===== config.mk =====
export PLATFORM = sky130hd
export DESIGN_NAME = shape_feature_calc
export DESIGN_NICKNAME = d
export VERILOG_FILES = /design/src/rtl/feature_pkg.sv /design/src/rtl/feature_div.sv /design/src/rtl/shape_feature_calc.sv
export SDC_FILE = /design/constraint.sdc
export NUM_CORES = 1
export LEC_CHECK = 0
export BUFFER_PORTS_ARGS = -buffer_cell sky130_fd_sc_hd__buf_2
export CORE_ASPECT_RATIO = 1.4
export CORE_UTILIZATION = 30
export CTS_CLUSTER_DIAMETER = 60
export DETAILED_ROUTE_END_ITERATION = 10
export GPL_TIMING_DRIVEN = 0
export PLACE_DENSITY = 0.46
export RECOVER_POWER = 25
export SLEW_MARGIN = 20
export SYNTH_ARGS = -nofsm -noshare
export SYNTH_HDL_FRONTEND = slang
export SYNTH_SLANG_ARGS = --single-unit
export TNS_END_PERCENT = 50

===== constraint.sdc =====
create_clock -name pixelclk -period 18.15 [get_ports pixelclk]
set_input_delay 2.7225 -clock pixelclk [delete_from_list [all_inputs] [get_ports pixelclk]]
set_output_delay 2.7225 -clock pixelclk [all_outputs]
set_load 0.01 [all_outputs]

===== src/rtl/feature_pkg.sv =====
// Shared types and helpers for the shape-feature extractor.
package feature_pkg;

   typedef enum logic [2:0] {StIdle, StLoad, StDiv, StStore, StDone} state_e;

   function automatic int unsigned div_width(input int unsigned cw, input int unsigned frac_bits);
      return 2 * cw + frac_bits;
   endfunction

   function automatic logic [63:0] sat_quot(input logic [63:0] q, input int unsigned q_w);
      logic [63:0] max_q;
      max_q = (64'd1 << q_w) - 64'd1;
      return (q > max_q) ? max_q : q;
   endfunction

endpackage


===== src/rtl/feature_div.sv =====
// Restoring unsigned divider, one quotient bit per cycle; done flags the final step.
module feature_div #(
   parameter int unsigned DIV_W = 28
) (
   input  logic             pixelclk,
   input  logic             rst,
   input  logic             start,
   input  logic [DIV_W-1:0] dividend,
   input  logic [DIV_W-1:0] divisor,
   output logic [DIV_W-1:0] quotient,
   output logic             done
);
   localparam int unsigned CNT_W = $clog2(DIV_W);

   logic [DIV_W-1:0] rem_q, quo_q, dvs_q;
   logic [CNT_W-1:0] cnt_q;
   logic             run_q;
   logic [DIV_W:0]   shifted, diff;

   always_comb begin
      shifted = {rem_q, quo_q[DIV_W-1]};
      diff    = shifted - {1'b0, dvs_q};
   end

   assign done     = run_q && (cnt_q == CNT_W'(DIV_W - 1));
   assign quotient = quo_q;

   always_ff @(posedge pixelclk or posedge rst) begin
      if (rst) begin
         rem_q <= '0;
         quo_q <= '0;
         dvs_q <= '0;
         cnt_q <= '0;
         run_q <= 1'b0;
      end else if (start) begin
         rem_q <= '0;
         quo_q <= dividend;
         dvs_q <= divisor;
         cnt_q <= '0;
         run_q <= 1'b1;
      end else if (run_q) begin
         if (!diff[DIV_W]) begin
            rem_q <= diff[DIV_W-1:0];
            quo_q <= {quo_q[DIV_W-2:0], 1'b1};
         end else begin
            rem_q <= shifted[DIV_W-1:0];
            quo_q <= {quo_q[DIV_W-2:0], 1'b0};
         end
         cnt_q <= cnt_q + CNT_W'(1);
         if (done) run_q <= 1'b0;
      end
   end

endmodule


===== src/rtl/shape_feature_calc.sv =====
// Per-frame pixel count, box sides and aspect/fill ratios for NCH mask channels,
// all ratio jobs sharing one sequential divider.
module shape_feature_calc
   import feature_pkg::*;
#(
   parameter int unsigned NCH       = 2,
   parameter int unsigned CW        = 12,
   parameter int unsigned AREA_W    = 24,
   parameter int unsigned FRAC_BITS = 4,
   parameter int unsigned Q_W       = 8
) (
   input  logic                  pixelclk,
   input  logic                  rst,
   input  logic [NCH-1:0]        i_bit,
   input  logic                  i_hs,
   input  logic                  i_vs,
   input  logic                  i_de,
   input  logic [NCH*CW-1:0]     hcount_l,
   input  logic [NCH*CW-1:0]     hcount_r,
   input  logic [NCH*CW-1:0]     vcount_l,
   input  logic [NCH*CW-1:0]     vcount_r,
   output logic [NCH*AREA_W-1:0] o_area,
   output logic [NCH*CW-1:0]     o_len,
   output logic [NCH*CW-1:0]     o_wid,
   output logic [NCH*Q_W-1:0]    o_aspect,
   output logic [NCH*Q_W-1:0]    o_fill,
   output logic                  o_valid,
   output logic                  o_busy,
   output logic                  o_drop
);
   localparam int unsigned DIV_W = div_width(CW, FRAC_BITS);
   localparam int unsigned JOB_W = $clog2(2 * NCH);

   state_e           state_q;
   logic [JOB_W-1:0] job_q;
   logic             vs_r, vs_fall;
   logic             unused_hs;

   logic [AREA_W-1:0] cnt_q [NCH];
   logic [AREA_W-1:0] area_sh [NCH];
   logic [CW-1:0]     len_sh [NCH], wid_sh [NCH];
   logic [CW-1:0]     h_side [NCH], v_side [NCH], cur_len [NCH], cur_wid [NCH];
   logic [Q_W-1:0]    aspect_res [NCH], fill_res [NCH];

   logic [AREA_W-1:0] sel_area;
   logic [CW-1:0]     sel_len, sel_wid;
   logic              is_fill, div_start, div_done, div_zero;
   logic [DIV_W-1:0]  div_dividend, div_divisor, div_quot, q_full;
   logic [Q_W-1:0]    q_sat;

   assign unused_hs = i_hs;
   assign vs_fall   = !i_vs && vs_r;

   always_comb begin
      for (int c = 0; c < NCH; c++) begin
         h_side[c]  = (hcount_r[c*CW +: CW] >= hcount_l[c*CW +: CW]) ?
                      hcount_r[c*CW +: CW] - hcount_l[c*CW +: CW] : '0;
         v_side[c]  = (vcount_r[c*CW +: CW] >= vcount_l[c*CW +: CW]) ?
                      vcount_r[c*CW +: CW] - vcount_l[c*CW +: CW] : '0;
         cur_len[c] = (h_side[c] >= v_side[c]) ? h_side[c] : v_side[c];
         cur_wid[c] = (h_side[c] >= v_side[c]) ? v_side[c] : h_side[c];
      end
   end

   // Even jobs compute aspect, odd jobs compute fill, for channel job_q/2.
   always_comb begin
      sel_area = '0;
      sel_len  = '0;
      sel_wid  = '0;
      for (int c = 0; c < NCH; c++) begin
         if ((job_q >> 1) == JOB_W'(c)) begin
            sel_area = area_sh[c];
            sel_len  = len_sh[c];
            sel_wid  = wid_sh[c];
         end
      end
      is_fill      = job_q[0];
      div_dividend = is_fill ? ((DIV_W'(sel_len) * DIV_W'(sel_wid)) << FRAC_BITS)
                             : (DIV_W'(sel_len) << FRAC_BITS);
      div_divisor  = is_fill ? DIV_W'(sel_area) : DIV_W'(sel_wid);
      div_zero     = (div_divisor == '0);
      q_full       = div_zero ? '1 : div_quot;
      q_sat        = Q_W'(sat_quot(64'(q_full), Q_W));
      div_start    = (state_q == StLoad);
   end

   feature_div #(
      .DIV_W(DIV_W)
   ) u_div (
      .pixelclk(pixelclk),
      .rst     (rst),
      .start   (div_start),
      .dividend(div_dividend),
      .divisor (div_divisor),
      .quotient(div_quot),
      .done    (div_done)
   );

   // A frame end always clears the counters, even when its snapshot is dropped.
   always_ff @(posedge pixelclk or posedge rst) begin
      if (rst) begin
         vs_r <= 1'b0;
         for (int c = 0; c < NCH; c++) cnt_q[c] <= '0;
      end else begin
         vs_r <= i_vs;
         for (int c = 0; c < NCH; c++) begin
            if (vs_fall) cnt_q[c] <= '0;
            else if (i_de && i_bit[c] && (cnt_q[c] != '1)) cnt_q[c] <= cnt_q[c] + AREA_W'(1);
         end
      end
   end

   always_ff @(posedge pixelclk or posedge rst) begin
      if (rst) begin
         state_q  <= StIdle;
         job_q    <= '0;
         o_valid  <= 1'b0;
         o_busy   <= 1'b0;
         o_drop   <= 1'b0;
         o_area   <= '0;
         o_len    <= '0;
         o_wid    <= '0;
         o_aspect <= '0;
         o_fill   <= '0;
         for (int c = 0; c < NCH; c++) begin
            area_sh[c]    <= '0;
            len_sh[c]     <= '0;
            wid_sh[c]     <= '0;
            aspect_res[c] <= '0;
            fill_res[c]   <= '0;
         end
      end else begin
         o_valid <= 1'b0;
         o_busy  <= (state_q != StIdle);
         o_drop  <= vs_fall && (state_q != StIdle);
         unique case (state_q)
            StIdle: begin
               if (vs_fall) begin
                  for (int c = 0; c < NCH; c++) begin
                     area_sh[c] <= cnt_q[c];
                     len_sh[c]  <= cur_len[c];
                     wid_sh[c]  <= cur_wid[c];
                  end
                  job_q   <= '0;
                  state_q <= StLoad;
               end
            end
            StLoad: state_q <= StDiv;
            StDiv: if (div_done) state_q <= StStore;
            StStore: begin
               for (int c = 0; c < NCH; c++) begin
                  if ((job_q >> 1) == JOB_W'(c)) begin
                     if (is_fill) fill_res[c] <= q_sat;
                     else aspect_res[c] <= q_sat;
                  end
               end
               if (job_q == JOB_W'(2 * NCH - 1)) begin
                  state_q <= StDone;
               end else begin
                  job_q   <= job_q + JOB_W'(1);
                  state_q <= StLoad;
               end
            end
            StDone: begin
               for (int c = 0; c < NCH; c++) begin
                  o_area[c*AREA_W +: AREA_W] <= area_sh[c];
                  o_len[c*CW +: CW]          <= len_sh[c];
                  o_wid[c*CW +: CW]          <= wid_sh[c];
                  o_aspect[c*Q_W +: Q_W]     <= aspect_res[c];
                  o_fill[c*Q_W +: Q_W]       <= fill_res[c];
               end
               o_valid <= 1'b1;
               state_q <= StIdle;
            end
            default: state_q <= StIdle;
         endcase
      end
   end

endmodule

# --- Word-level counts from Yosys, hierarchy flattened ---
# Index checks and enable logic that the tools add are counted.
word_totals:
  register_bits: 403
  inputBits: 103
  output_inout_bits: 131
  wordCells: 121
classes:
  n_addsub: 9
  n_mul: 1
  order_cmp: 7
  eq_ne: 11
  muxes: 41
  bitwise_logic: 1
  n_reduce_logical: 23
ops:
  columns: ["operator", "n"]
  rows:
  - ["28-bit two-way mux", 7]
  - ["24-bit two-way mux", 7]
  - ["12-bit two-way mux", 12]
  - ["12-bit greater-or-equal comparator", 6]
  - ["24-bit by 1-bit adder with 24-bit output, second input constant", 2]
  - ["24-bit inequality test, second input constant", 2]
  - ["12-bit subtractor", 4]
  - ["29-bit by 28-bit subtractor with 29-bit output", 1]
  - ["28-bit by 8-bit greater-than comparator with 1-bit output, second input constant", 1]
  - ["28-bit logical NOT", 1]
  - ["12-bit by 12-bit multiplier with 24-bit output", 1]
  - ["3-bit AND reduction", 5]
  - ["3-bit one-hot mux with 4 select lines", 1]
  - ["5-bit two-way mux", 2]
  - ["3-bit two-way mux", 3]
  - ["8-bit two-way mux", 1]
  - ["2-bit nonzero test", 4]
  - ["1-bit logical AND", 7]
  - ["3-bit by 2-bit == test with 1-bit output, second input constant", 2]
  - ["2-bit inequality test, second input constant", 3]
  - ["5-bit by 1-bit adder with 5-bit output, second input constant", 1]
  - ["5-bit == test, second input constant", 1]
  - ["1-bit two-way mux", 5]
  - ["2-bit two-way mux", 2]
  - ["11 further kinds", 12]

# --- Logic depth before layout (Yosys ltp) ---
logic_depth:
  ltp_word: 8
  depth_mapped: 27
  ltp_nobuf: 22

# --- Modules after synthesis ---
# Synthesis repeated with hierarchy kept, for this count alone.
unflattened:
  hier_cells: 2979
  hier_area_um2: 27428.8
by_module_without_submodules:
  columns: ["mod", "instances", "cells_each", "area_per_inst_um2", "seq_area_each_um2"]
  rows:
  - ["shape_feature_calc", 1, 2324, 21779.6, 7832.5]
  - ["feature_div", 1, 655, 5649.2, 2252.2]

# --- Worst setup path before layout ---
# No wires, ideal clock.
synth_path:
  kind: "input-to-reg"
  from: "input port hcount_r[0]"
  to: "register wid_sh[22] (netlist bit)"
  setup_time_ps: 87
  arrival_time_ps: 6678
  t_required_ps: 18063
  slack_ps: 11385
  stages: 24
  n_path_buf: 3
  path_cell_list: "inv_1 -> ha_1 -> inv_1 -> fa_1 -> a21o_1 -> a21oi_1 -> o21bai_1 -> a2111o_1 -> nand4_1 -> and2_1 -> buf_2 -> nor2_1 -> inv_1 -> ha_1 -> nand2b_1 -> a21o_1 -> a21o_1 -> a21oi_1 -> o22ai_1 -> o31ai_2 -> buf_2 -> buf_2 -> nand2_1 -> o211ai_1"
synth_between:
  elab_chain_len: 4
  elab_cells_between_ends: 5
  classes_between: "1 x add/sub; 2 x order compare; 2 x mux"
synth_rtl:
  columns: ["element", "line", "rtl"]
  rows:
  - ["from (decl)", "shape_feature_calc.sv:19", "input logic [NCH*CW-1:0] hcount_r,"]
  - ["12-bit subtractor / 12-bit greater-or-equal comparator (equally long branches)", "shape_feature_calc.sv:57, shape_feature_calc.sv:56", null]
  - ["12-bit two-way mux *", "shape_feature_calc.sv:56", "h_side[c] = (hcount_r[c*CW +: CW] >= hcount_l[c*CW +: CW]) ?"]
  - ["12-bit greater-or-equal comparator", "shape_feature_calc.sv:61", "cur_wid[c] = (h_side[c] >= v_side[c]) ? v_side[c] : h_side[c];"]
  - ["12-bit two-way mux *", "shape_feature_calc.sv:61", null]
  - ["to (signal, indexed assignment)", "shape_feature_calc.sv:142", "wid_sh[c] <= cur_wid[c];"]
  - ["to (decl)", "shape_feature_calc.sv:41", "logic [CW-1:0] len_sh [NCH], wid_sh [NCH];"]
# Every way passes the cells marked *; elsewhere a longest branch is shown, timed or not.
# A chain may end at the register's enable or synchronous reset.

# --- Worst setup path in the final report ---
layout_path:
  from: "register job_q[1]"
  to: "register u_div.quo_q[27] (netlist: u_div.quotient[27])"
layout_between:
  elab_chain_len: 6
  elab_cells_between_ends: 8
  classes_between: "1 x mul; 6 x mux; 1 x reduce/logical"
layout_rtl:
  columns: ["element", "line", "rtl"]
  rows:
  - ["from (decl)", "shape_feature_calc.sv:35", "logic [JOB_W-1:0] job_q;"]
  - ["from (signal assigned)", "shape_feature_calc.sv:160", "job_q <= job_q + JOB_W'(1);"]
  - ["2-bit logical NOT", "shape_feature_calc.sv:71", "if ((job_q >> 1) == JOB_W'(c)) begin"]
  - ["12-bit two-way mux (2 in a row)", "shape_feature_calc.sv:71", null]
  - ["12-bit by 12-bit multiplier with 24-bit output *", "shape_feature_calc.sv:78", "div_dividend = is_fill ? ((DIV_W'(sel_len) * DIV_W'(sel_wid)) << FRAC_BITS)"]
  - ["28-bit two-way mux *", "shape_feature_calc.sv:78", null]
  - ["28-bit two-way mux *", "feature_div.sv:35", "end else if (start) begin"]
  - ["to (signal assigned)", "feature_div.sv:37", "quo_q <= dividend;"]
  - ["to (signal assigned)", "feature_div.sv:44", "quo_q <= {quo_q[DIV_W-2:0], 1'b1};"]
  - ["to (signal assigned)", "feature_div.sv:47", "quo_q <= {quo_q[DIV_W-2:0], 1'b0};"]
  - ["to (decl)", "feature_div.sv:15", "logic [DIV_W-1:0] rem_q, quo_q, dvs_q;"]
# Marks and branches as above.

==> flow_metrics.env <==
export IMPL_die_x_um=252.2
export IMPL_grt_pass1_vias=20800
export IMPL_first_iter_violations=998
export IMPL_syn_inst=2735
export IMPL_grt_busiest_layer="met2"
export IMPL_critPathLaunchType="flip-flop"
export IMPL_place_area_sq_um=29030
export IMPL_io_pins=234
export IMPL_htreeDepth=2
export IMPL_cts_made_buffers=44
export IMPL_cts_root_buf="clkbuf_16"
export IMPL_setup_violations=0
export IMPL_arrival_ns=10.29
export IMPL_drive_gt1_frac=0.1765
export IMPL_tritoncts="yes"
export IMPL_yosys_warnings=0
export IMPL_wl_per_cell_um=18.91
export IMPL_synth_avg_cell_area_sq_um=9.610
export IMPL_syn_area_sq_um=26280
export IMPL_post_cts_buffers=0
export IMPL_worstMarginPinSlew_ns=5.347
export IMPL_core_sq_um=86960
export IMPL_cellLeakagePower_nw=14.96
export IMPL_stdcell_count=4220
export IMPL_rows=128
export IMPL_cts_hold_buf=0
export IMPL_finalNetCount=3388
export IMPL_dpl_cell_count=4141
export IMPL_vias=20130
export IMPL_synth_main_ff_cell="dfrtp_1"
export IMPL_grt_total_usage=0.1821
export IMPL_hold_violations=0
export IMPL_crit_buf_inv=7
export IMPL_pre_cts_slack_ns=9.618
export IMPL_p_total_mw=4.029
export IMPL_clkSinkCount=399
export IMPL_status="complete, but fails checks"
export IMPL_timing_rr_end="u_div.quotient[27]"
export IMPL_yosysTopAreaCell="dfrtp_1"
export IMPL_antenna_found_initial=3
export IMPL_fin_crit_sh=0.5417
export IMPL_path_clk_slew_ns=0.06
export IMPL_crit_path_end_kind="flip-flop"
export IMPL_grt_ovfl_total=0
export IMPL_holdWs_ns=0.4831
export IMPL_skew_ns=0.03936
export IMPL_grt_pass1_wl_mm=124.9
export IMPL_hp_class="reg2reg"
export IMPL_worst_slack_ns=8.319
export IMPL_syn2layout_area_growth_pct=15.76
export IMPL_drv_cap=5
export IMPL_crit_type="reg2reg"
export IMPL_ir_worst_vdd_mv=0.07016
export IMPL_synth_distinct_cells=88
export IMPL_slowest_stage="clkbuf_1"
export IMPL_rr_worst_depth=24
export IMPL_slowest_delay_ns=1.00
export IMPL_ys_seq_elements=399
export IMPL_synth_edff_count=0
export IMPL_async_flop_share=1.000
export IMPL_finalSetupTns_ns=0
export IMPL_cp_common_cell="fa_1"
export IMPL_violations="max-capacitance violations, max-slew violations"
export IMPL_ctsResizeCount=0
export IMPL_final_antenna_net_count=0
export IMPL_slew_headroom=-2.564
export IMPL_drc=0
export IMPL_critPathTopFamily="buffers and inverters"
export IMPL_period_needed_ns=9.831
export IMPL_use_met3=0.02842
export IMPL_vias_per_cell=4.771
export IMPL_firstDrtPassIters=5
export IMPL_cp_cell_sequence="clkbuf_1, clkbuf_1, clkbuf_1, buf_2, buf_1, mux2i_1, nor2_1, fa_1, fa_1, fa_1, fa_1, inv_1, fa_1, inv_1, ha_1, and3_1, and3_1, a21oi_1, o211ai_1, a221oi_1, o21bai_1, a21oi_1, xnor2_1, o22ai_1"
export IMPL_grt_start_max_net_pins=100
export IMPL_rr_startpoint="job_q[1]"
export IMPL_insertion_delay_ns=0.61
export IMPL_cts_buffer_depth=3
export IMPL_crit_required_ns=18.61
export IMPL_powerDensity_nw_per_um2=132.4
export IMPL_final_cell_area_sq_um=30430
export IMPL_critPathLaunch="job_q[1]"
export IMPL_synth_top_area_share=0.3799
export IMPL_gp_congestion=0.8281
export IMPL_ys_seq_area_frac=0.3799
export IMPL_grt_setup_unrepaired="no"
export IMPL_synth_nets=3106
export IMPL_clock_fmax_mhz=101.7
export IMPL_crit_cells=24
export IMPL_ff2ff_setup_slack_ns=8.32
export IMPL_die_area_sq_um=88820
export IMPL_fin_util=0.3499
export IMPL_report_final_slew_viol_count=408
export IMPL_die_h_um=352.2
export IMPL_setup_worst_path_end="u_div.quotient[27]"
export IMPL_wirelength_mm=79.82
export IMPL_crit_fanout=11
export IMPL_use_met2=0.3239
export IMPL_hpwl_mm=63.71
export IMPL_met1_usage=0.2235
export IMPL_synth_top_cells_by_area="dfrtp_1, fa_1, mux2_2"
export IMPL_port_buffers=232
export IMPL_start_util=0.3022
## flip-flops by register name, indices dropped and copies added (netlist names), 24 cells and up
register and flops:
o_wid 24, u_div.dvs_q 24, area_sh 48, len_sh 24, wid_sh 24, u_div.rem_q 28, u_div.quotient 28, o_len 24
o_area 48, cnt_q 48
## layout make-up
| cell class | instances | area, sq um |
|---|---|---|
| Fill cell | 9053 | 56540 |
| Multi-Input combinational cell | 1962 | 14850 |
| Sequential cell | 399 | 9985 |
| Tap cell | 1170 | 1464 |
| Clock buffer | 59 | 1267 |
| Timing Repair Buffer | 236 | 1175 |
| Inverter | 261 | 980.9 |
| Buffer | 113 | 449.2 |
| Clock inverter | 19 | 255.2 |
| Antenna cell | 1 | 2.502 |
## per-layer routing
metal / share of wire / up-vias
met5: 0.00034 / -
met4: 0.029 / 4
met3: 0.040 / 111
met2: 0.51 / 366
met1: 0.42 / 9838
li1: - / 9814
## worst reg2reg max path, cell delays in order, from the launching register on
cell,delay [ns]
dfrtp_1,0.37
clkbuf_1,0.54
clkbuf_1,0.67
clkbuf_1,1.01
buf_2,0.42
buf_1,0.75
mux2i_1,0.80
nor2_1,0.12
fa_1,0.51
fa_1,0.53
fa_1,0.52
fa_1,0.54
inv_1,0.05
fa_1,0.52
inv_1,0.05
ha_1,0.35
and3_1,0.20
and3_1,0.18
a21oi_1,0.37
o211ai_1,0.23
a221oi_1,0.42
o21bai_1,0.11
a21oi_1,0.18
xnor2_1,0.14
o22ai_1,0.10
## cells by family after synthesis
logic type / synth area share
flip-flops: 0.3799
AO/OA/AOI/OAI: 0.1067
AND/OR/NAND/NOR: 0.1480
adder cells (fa/ha/maj): 0.1576
multiplexers: 0.1136
buffers and inverters: 0.05498
XOR/XNOR: 0.03927
## power by group
| group | switching, mW | internal, mW |
|---|---|---|
| combinational | 1.16 | 0.696 |
| sequential | 0.173 | 1.06 |
| clock | 0.396 | 0.541 |
## cells in the mapped netlist, drive strengths merged, types with 11 or more instances
| master | n |
|---|---|
| nor2b | 22 |
| nand2b | 17 |
| nor3 | 40 |
| and2 | 32 |
| fa | 105 |
| nand3 | 41 |
| o21ai | 189 |
| nor4 | 13 |
| xor2 | 50 |
| xnor2 | 67 |
| nor2 | 176 |
| a21o | 28 |
| mux2i | 86 |
| nand2 | 408 |
| dfrtp | 399 |
| inv | 261 |
| mux2 | 188 |
| or3 | 11 |
| clkbuf | 89 |
| o22ai | 13 |
| a21oi | 108 |
| a211oi | 14 |
| buf | 24 |
| ha | 163 |
| nand4 | 38 |
| o211ai | 18 |
| a31oi | 16 |
| and3 | 16 |
## cells in the final DEF (no fill, tap or decap), types with 12 or more instances in the layout
cell / Yosys / routed
nor4_1: 12 / 12
nand2b_1: 17 / 17
o211ai_1: 18 / 18
mux2_2: 183 / 178
nand2_1: 408 / 408
clkbuf_1: 89 / 104
buf_2: 12 / 242
a211oi_1: 14 / 14
fa_1: 105 / 105
nor2_1: 167 / 167
a21o_1: 28 / 28
o22ai_1: 13 / 13
a21oi_1: 106 / 106
nand4_1: 37 / 37
inv_1: 261 / 260
clkbuf_16: 0 / 44
mux2i_1: 86 / 86
nand3_1: 41 / 41
xnor2_1: 66 / 66
ha_1: 163 / 163
xor2_1: 50 / 50
a31oi_1: 15 / 15
o21ai_1: 58 / 58
o21ai_0: 130 / 130
and2_1: 30 / 30
nor3_1: 37 / 37
and3_1: 16 / 16
dfrtp_1: 399 / 399
nor2b_1: 22 / 22
## worst min path at each step
stage | slack [ns] | to | depth (start not counted) | start
after floorplan | 0.45 | u_div.dvs_q[10] | 2 | u_div.dvs_q[10]
after global placement | 0.46 | fill_res[7] | 2 | fill_res[7]
after detailed placement | 0.47 | u_div.dvs_q[2] | 2 | u_div.dvs_q[2]
after CTS | 0.49 | u_div.dvs_q[2] | 2 | u_div.dvs_q[2]
after global routing | 0.50 | u_div.dvs_q[8] | 2 | u_div.dvs_q[8]
final | 0.48 | fill_res[7] | 2 | fill_res[7]
(Power assumes the default switching activity.)
